File: src/rtl/hilbert_weight_ctrl_pkg.sv
// Shared Hilbert constants: frame geometry, weight-stage latency and the
// sequencing states of the weight controller.
package hilbert_weight_ctrl_pkg;

    // Samples per frame; equals the depth of the twiddle table.
    localparam int HWC_FRAME_LEN = 16;
    // Weight-stage latency counted in ED cycles.
    localparam int HWC_PIPE_LAT  = 2;
    // ED-cycle counter width; must hold FRAME_LEN + PIPE_LAT - 1.
    localparam int HWC_CNT_W     = 5;
    // Width of the output sample index.
    localparam int HWC_IDX_W     = 4;

    typedef enum logic [2:0] {
        ST_IDLE  = 3'd0,
        ST_ARM1  = 3'd1,
        ST_ARM2  = 3'd2,
        ST_RUN   = 3'd3,
        ST_FLUSH = 3'd4,
        ST_DRAIN = 3'd5,
        ST_DONE  = 3'd6
    } hwc_state_t;

    // A framing error is an in_last flag that disagrees with the counter
    // position of the last sample in the frame.
    function automatic logic framing_error(input logic last_flag, input logic at_last);
        return last_flag ^ at_last;
    endfunction

endpackage

File: src/rtl/hilbert_weight_ctrl.sv
// Sequencer for the Hilbert weight stage: issues the two-cycle START, gates
// the ED strobe from the upstream/downstream handshakes, flushes the weight
// pipeline at the end of each frame and tags outputs with index/last.
//
// state | meaning
// IDLE  | waiting for go (and for the weight-stage reset to be captured)
// ARM1  | first START cycle, counter cleared
// ARM2  | second START cycle
// RUN   | accepting FRAME_LEN samples, one ED per accepted sample
// FLUSH | ED without input to push the last PIPE_LAT results out
// DRAIN | waiting for the final output to be taken
// DONE  | one-cycle frame_done pulse
module hilbert_weight_ctrl
    import hilbert_weight_ctrl_pkg::*;
#(
    parameter int FRAME_LEN = HWC_FRAME_LEN,
    parameter int PIPE_LAT  = HWC_PIPE_LAT,
    parameter int CNT_W     = HWC_CNT_W
) (
    input  logic                 CLK,
    input  logic                 RST,
    input  logic                 go,
    output logic                 busy,
    input  logic                 in_valid,
    output logic                 in_ready,
    input  logic                 in_last,
    output logic                 out_valid,
    input  logic                 out_ready,
    output logic                 out_last,
    output logic [HWC_IDX_W-1:0] out_idx,
    output logic                 wt_rst,
    output logic                 wt_start,
    output logic                 wt_ed,
    output logic                 frame_done,
    output logic                 err
);

    localparam logic [CNT_W-1:0] CNT_IN_LAST    = CNT_W'(FRAME_LEN - 1);
    localparam logic [CNT_W-1:0] CNT_FLUSH_LAST = CNT_W'(FRAME_LEN + PIPE_LAT - 1);
    localparam logic [CNT_W-1:0] CNT_FIRST_OUT  = CNT_W'(PIPE_LAT);

    hwc_state_t       state;
    hwc_state_t       state_next;
    logic [CNT_W-1:0] cnt;
    logic             cnt_clr;
    logic             at_in_last;
    logic             at_flush_last;
    logic             out_take;
    logic             new_sample;

    assign at_in_last    = (cnt == CNT_IN_LAST);
    assign at_flush_last = (cnt == CNT_FLUSH_LAST);
    assign out_take      = out_valid & out_ready;
    // An ED beyond the pipeline latency produces a fresh result at its edge.
    assign new_sample    = wt_ed & (cnt >= CNT_FIRST_OUT);

    // State register.
    always_ff @(posedge CLK or posedge RST) begin
        if (RST) begin
            state <= ST_IDLE;
        end else begin
            state <= state_next;
        end
    end

    // Next-state and handshake/strobe decode; ED is withheld whenever an
    // untaken output is pending so the weight outputs stay stable.
    always_comb begin
        state_next = state;
        wt_start   = 1'b0;
        wt_ed      = 1'b0;
        in_ready   = 1'b0;
        busy       = 1'b1;
        frame_done = 1'b0;
        cnt_clr    = 1'b0;
        case (state)
            ST_IDLE: begin
                busy = 1'b0;
                if (go && !wt_rst) begin
                    state_next = ST_ARM1;
                    cnt_clr    = 1'b1;
                end
            end
            ST_ARM1: begin
                wt_start   = 1'b1;
                state_next = ST_ARM2;
            end
            ST_ARM2: begin
                wt_start   = 1'b1;
                state_next = ST_RUN;
            end
            ST_RUN: begin
                wt_ed    = in_valid & (out_ready | ~out_valid);
                in_ready = wt_ed;
                if (wt_ed && at_in_last) begin
                    state_next = ST_FLUSH;
                end
            end
            ST_FLUSH: begin
                wt_ed = out_ready | ~out_valid;
                if (wt_ed && at_flush_last) begin
                    state_next = ST_DRAIN;
                end
            end
            ST_DRAIN: begin
                if (!out_valid || out_ready) begin
                    state_next = ST_DONE;
                end
            end
            ST_DONE: begin
                frame_done = 1'b1;
                if (go) begin
                    state_next = ST_ARM1;
                    cnt_clr    = 1'b1;
                end else begin
                    state_next = ST_IDLE;
                end
            end
            default: begin
                state_next = ST_IDLE;
            end
        endcase
    end

    // ED-cycle counter, cleared on every entry to ARM1.
    always_ff @(posedge CLK or posedge RST) begin
        if (RST) begin
            cnt <= '0;
        end else if (cnt_clr) begin
            cnt <= '0;
        end else if (wt_ed) begin
            cnt <= cnt + 1'b1;
        end
    end

    // Output qualifier: a new result loads index/last, a taken result with
    // nothing behind it drops valid.
    always_ff @(posedge CLK or posedge RST) begin
        if (RST) begin
            out_valid <= 1'b0;
            out_last  <= 1'b0;
            out_idx   <= '0;
        end else if (new_sample) begin
            out_valid <= 1'b1;
            out_idx   <= HWC_IDX_W'(cnt - CNT_FIRST_OUT);
            out_last  <= at_flush_last;
        end else if (out_take) begin
            out_valid <= 1'b0;
            out_last  <= 1'b0;
        end
    end

    // Sticky framing error; the frame still runs to its full length.
    always_ff @(posedge CLK or posedge RST) begin
        if (RST) begin
            err <= 1'b0;
        end else if ((state == ST_RUN) && wt_ed && framing_error(in_last, at_in_last)) begin
            err <= 1'b1;
        end
    end

    // Weight-stage synchronous reset: held through RST and for the first
    // clock edge after release so the weight stage captures it.
    always_ff @(posedge CLK or posedge RST) begin
        if (RST) begin
            wt_rst <= 1'b1;
        end else begin
            wt_rst <= 1'b0;
        end
    end

endmodule
File: config.mk
export PLATFORM = sky130hd
export DESIGN_NAME = hilbert_weight_ctrl
export DESIGN_NICKNAME = d
export VERILOG_FILES = /design/src/rtl/hilbert_weight_ctrl_pkg.sv /design/src/rtl/hilbert_weight_ctrl.sv
export SDC_FILE = /design/constraint.sdc
export NUM_CORES = 1
export LEC_CHECK = 0
export BUFFER_PORTS_ARGS = -buffer_cell sky130_fd_sc_hd__buf_2
export CORE_AREA = 2 2 45 47
export DETAILED_ROUTE_END_ITERATION = 10
export DIE_AREA = 0 0 47 49
export PLACE_DENSITY = 0.86
export REMOVE_ABC_BUFFERS = 1
export SYNTH_ARGS = -nofsm -noshare
export SYNTH_HDL_FRONTEND = slang
export SYNTH_SLANG_ARGS = --single-unit
File: constraint.sdc
create_clock -name CLK -period 5 [get_ports CLK]
set_input_delay 0.5 -clock CLK [delete_from_list [all_inputs] [get_ports CLK]]
set_output_delay 0.5 -clock CLK [all_outputs]
set_load 0.01 [all_outputs]
==> summary.txt <==
Status
  • Status: completed

Finish
  • Share of cells above drive strength 1: 30.28%
  • Area growth, synth to finish: 12.09%
  • Most frequent cells in the layout: buf_2, dfrtp_1, inv_1
  • Commonest non-fill, non-tap cell in the layout: buf_2
  • Cell Count, Final, Fillers Out: approximately 140
  • # nets final: roughly 120
  • N_diodes: 0

Clock tree
  • Total clock sinks: 16
  • TritonCTS buffer count: 3
  • Setup Fix Bufs, Post-CTS: 0
  • Hold Buf Count CTS: 0
  • Worst-skew pair later-pin latency: just under 0.3 ns
  • CTS tree: built
  • Clk root buf: clkbuf_4
  • Clk slew on worst S/H paths: roughly 0.09 ns
  • CTS resizes: 0
  • H-tree levels: 1
  • Clock tree buffer depth: 2

Power
  • Comb pwr share: around 50%
  • Clock power share: approximately a tenth
  • Leakage power: approximately 0.52 nW
  • Pint: 368.8 uW
  • Reg power frac: about 40%
  • Peak supply drop: 0.3824 mV
  • P per Cell Area: around 600 mW/mm^2
  • Switching Power: 278.4 uW
  • Switching Share: 43.01%

Routing
  • DRC: 0
  • Vias/cell: about 5.4
  • Per-cell routed wire length: ~13 um
  • Drt pass-1 iters: 4
  • Post-DRT Antenna Nets: 0
  • DRT Wirelength: 1806 um
  • Via count: ~730
  • DRT iter0 DRCs: 17

Flow run
  • MaxCap Viol Count: 0

Placement
  • Gpl congestion: 0.8334
  • Detailed placement HPWL: around 1400 um
  • Port Buffer Count: 18
  • Dpl cells: around 130

Synthesis
  • Yosys top cell by area: dfrtp_1
  • Post-synthesis sequential area ratio: between 40% and 50%
  • Post-synthesis instance total: 91
  • Synth top area cells: dfrtp_1, ha_1, mux2_4, inv_1, dfstp_2
  • Top-area cell type share of the netlist area: about 39%
  • Most used DFF post-synth: dfrtp_1
  • Synth async-reset ratio: 100.0%
  • Post-synth EDFFs: 0
  • Seq cells post-synth: 16
  • Synth warn: 0
  • Avg Inst Size Synth: ~11 sq um
  • Synth cell types: 40
  • Synthesized cell area: 962.2 sq um

Critical path
  • Worst Setup SP: state[1]
  • Reg2reg start: state[1]
  • CP endpoint kind: primary output
  • Critical Path Fanout Max: 15
  • Reg2reg path depth: 4
  • Slowest stage delay, CP: roughly 0.54 ns
  • Startpoint Class: flip-flop
  • Critical path type: reg -> out
  • Critical path depth in cells: 3
  • Worst Path Arrival: approximately 1.9 ns
  • CP Cell Sequence: or3b_4 -> a21oi_4 -> buf_2
  • CP max stage cell: dfrtp_1
  • Critical Path RT: 4.50 ns
  • Critical path's top delay family: flip-flops
  • Bufs and invs on worst path: 1

Die
  • Placeable Area: 0.001842 sq mm
  • Die X: approximately 47 um
  • Chip Height: approximately 49 um
  • Top Ports: 19
  • Rows: 16
  • Initial core utilization: 52.24%
  • Total die area: between 0.002 and 0.0025 sq mm

Global routing
  • Total GRT Usage: around 18%
  • Antenna violations before repair: 0
  • Number of global-route vias before repair: 680
  • Global-route wire length before repair: 2987 um
  • Largest net degree at the start of global routing: 17
  • GRT overflow: 0

Timing
  • Worst slew margin: roughly 60%
  • RSZ-0062 raised after global routing: no
  • Period minus WS final: roughly 2.4 ns
  • Max-slew violations: 0
  • Final setup viols: 0
  • Setup TNS: 0 ns
  • Highest Clock Rate: approximately 0.41 GHz
  • Clock Skew: between 0.004 and 0.005 ns
  • Worst-margin pin slew: around 0.59 ns
  • Final worst-path cycle share: about 48%
  • Hold Fails Final Rpt: 0

Worst hold path
  • Hold crit path type: in -> async
worst register-to-register path, delay by kind of cell, from the launching register on:
family / cells / cell delay, ns
compound gates: 1 / 0.42
mux: 1 / 0.33
simple gates: 2 / 0.60
flops: 1 / 0.54
per-stage QoR:
step / setup WS (ns) / area, sq um / hold slack (ns) / power, mW / util [%]
floorplan: 3.172 / 928.4 / 0.4130 / 0.4801 / -
global placement: 2.984 / 1052 / 0.4578 / 0.5579 / 57.13
detailed placement: 2.913 / 1052 / 0.4790 / 0.5811 / 57.13
CTS: 2.592 / 1079 / 0.2786 / 0.6510 / 58.56
global route: 2.509 / 1079 / 0.3190 / 0.6964 / 58.56
finish: 2.583 / 1079 / 0.2630 / 0.6472 / 58.56
flip-flops by register name (all words and copies together), names as in the netlist:
name	flops
state	3
out_idx	4
cnt	5
out_valid	1
wt_rst	1
out_last	1
err	1
cells in the mapped netlist, drive strengths merged (2+ instances only):
| cell type | count |
|---|---|
| a31o | 2 |
| ha | 6 |
| nand2 | 8 |
| nand2b | 2 |
| inv | 9 |
| o311ai | 2 |
| dfrtp | 15 |
| o21ai | 3 |
| buf | 3 |
| a31oi | 2 |
| a211oi | 3 |
| nor2b | 2 |
| mux2 | 3 |
| nor2 | 8 |
| xor2 | 2 |
| a21oi | 3 |
| xnor2 | 2 |
final cells by class:
type                            count  area, sq um
Sequential cell                    16        401.6
Multi-Input combinational cell     62        493.0
Inverter                            9        33.78
Timing Repair Buffer               18        90.09
Fill cell                         165        763.2
Clock buffer                        4        26.28
Tap cell                           27        33.78
kinds of logic after synthesis:
group / after synthesis / synth area share [%]
AND/OR/NAND/NOR: 28 / 16.26
AO/OA/AOI/OAI: 19 / 17.43
flip-flops: 16 / 41.74
buffers and inverters: 13 / 7.022
adder cells (fa/ha/maj): 6 / 7.802
XOR/XNOR: 4 / 3.642
multiplexers: 4 / 5.721
other: 1 / 0.3897
power groups by stage:
stage	clock, mW	combinational (mW)	sequential [mW]
floorplan	0	0.226	0.254
global placement	0	0.310	0.247
detailed placement	0	0.326	0.255
CTS	0.0712	0.328	0.252
global route	0.0749	0.359	0.262
finish	0.0695	0.325	0.253
routing by layer:
metal | global-route usage, % | vias to the layer above | part of all wire, %
met5 | 0 | - | 0
met4 | 5.556 | 0 | 1.1
met3 | 3.333 | 2 | 4.8
met2 | 28.54 | 26 | 50
met1 | 23.06 | 349 | 44
li1 | - | 352 | -
final timing paths:
check,to,slack (ns)
min reg2reg,err,0.49
max,wt_ed,2.58
min,out_valid,0.26
max reg2reg,out_idx[1],3.01
min in group CLK,err,0.49
max in group asynchronous,cnt[1],4.35
(Power assumes the default switching activity.)
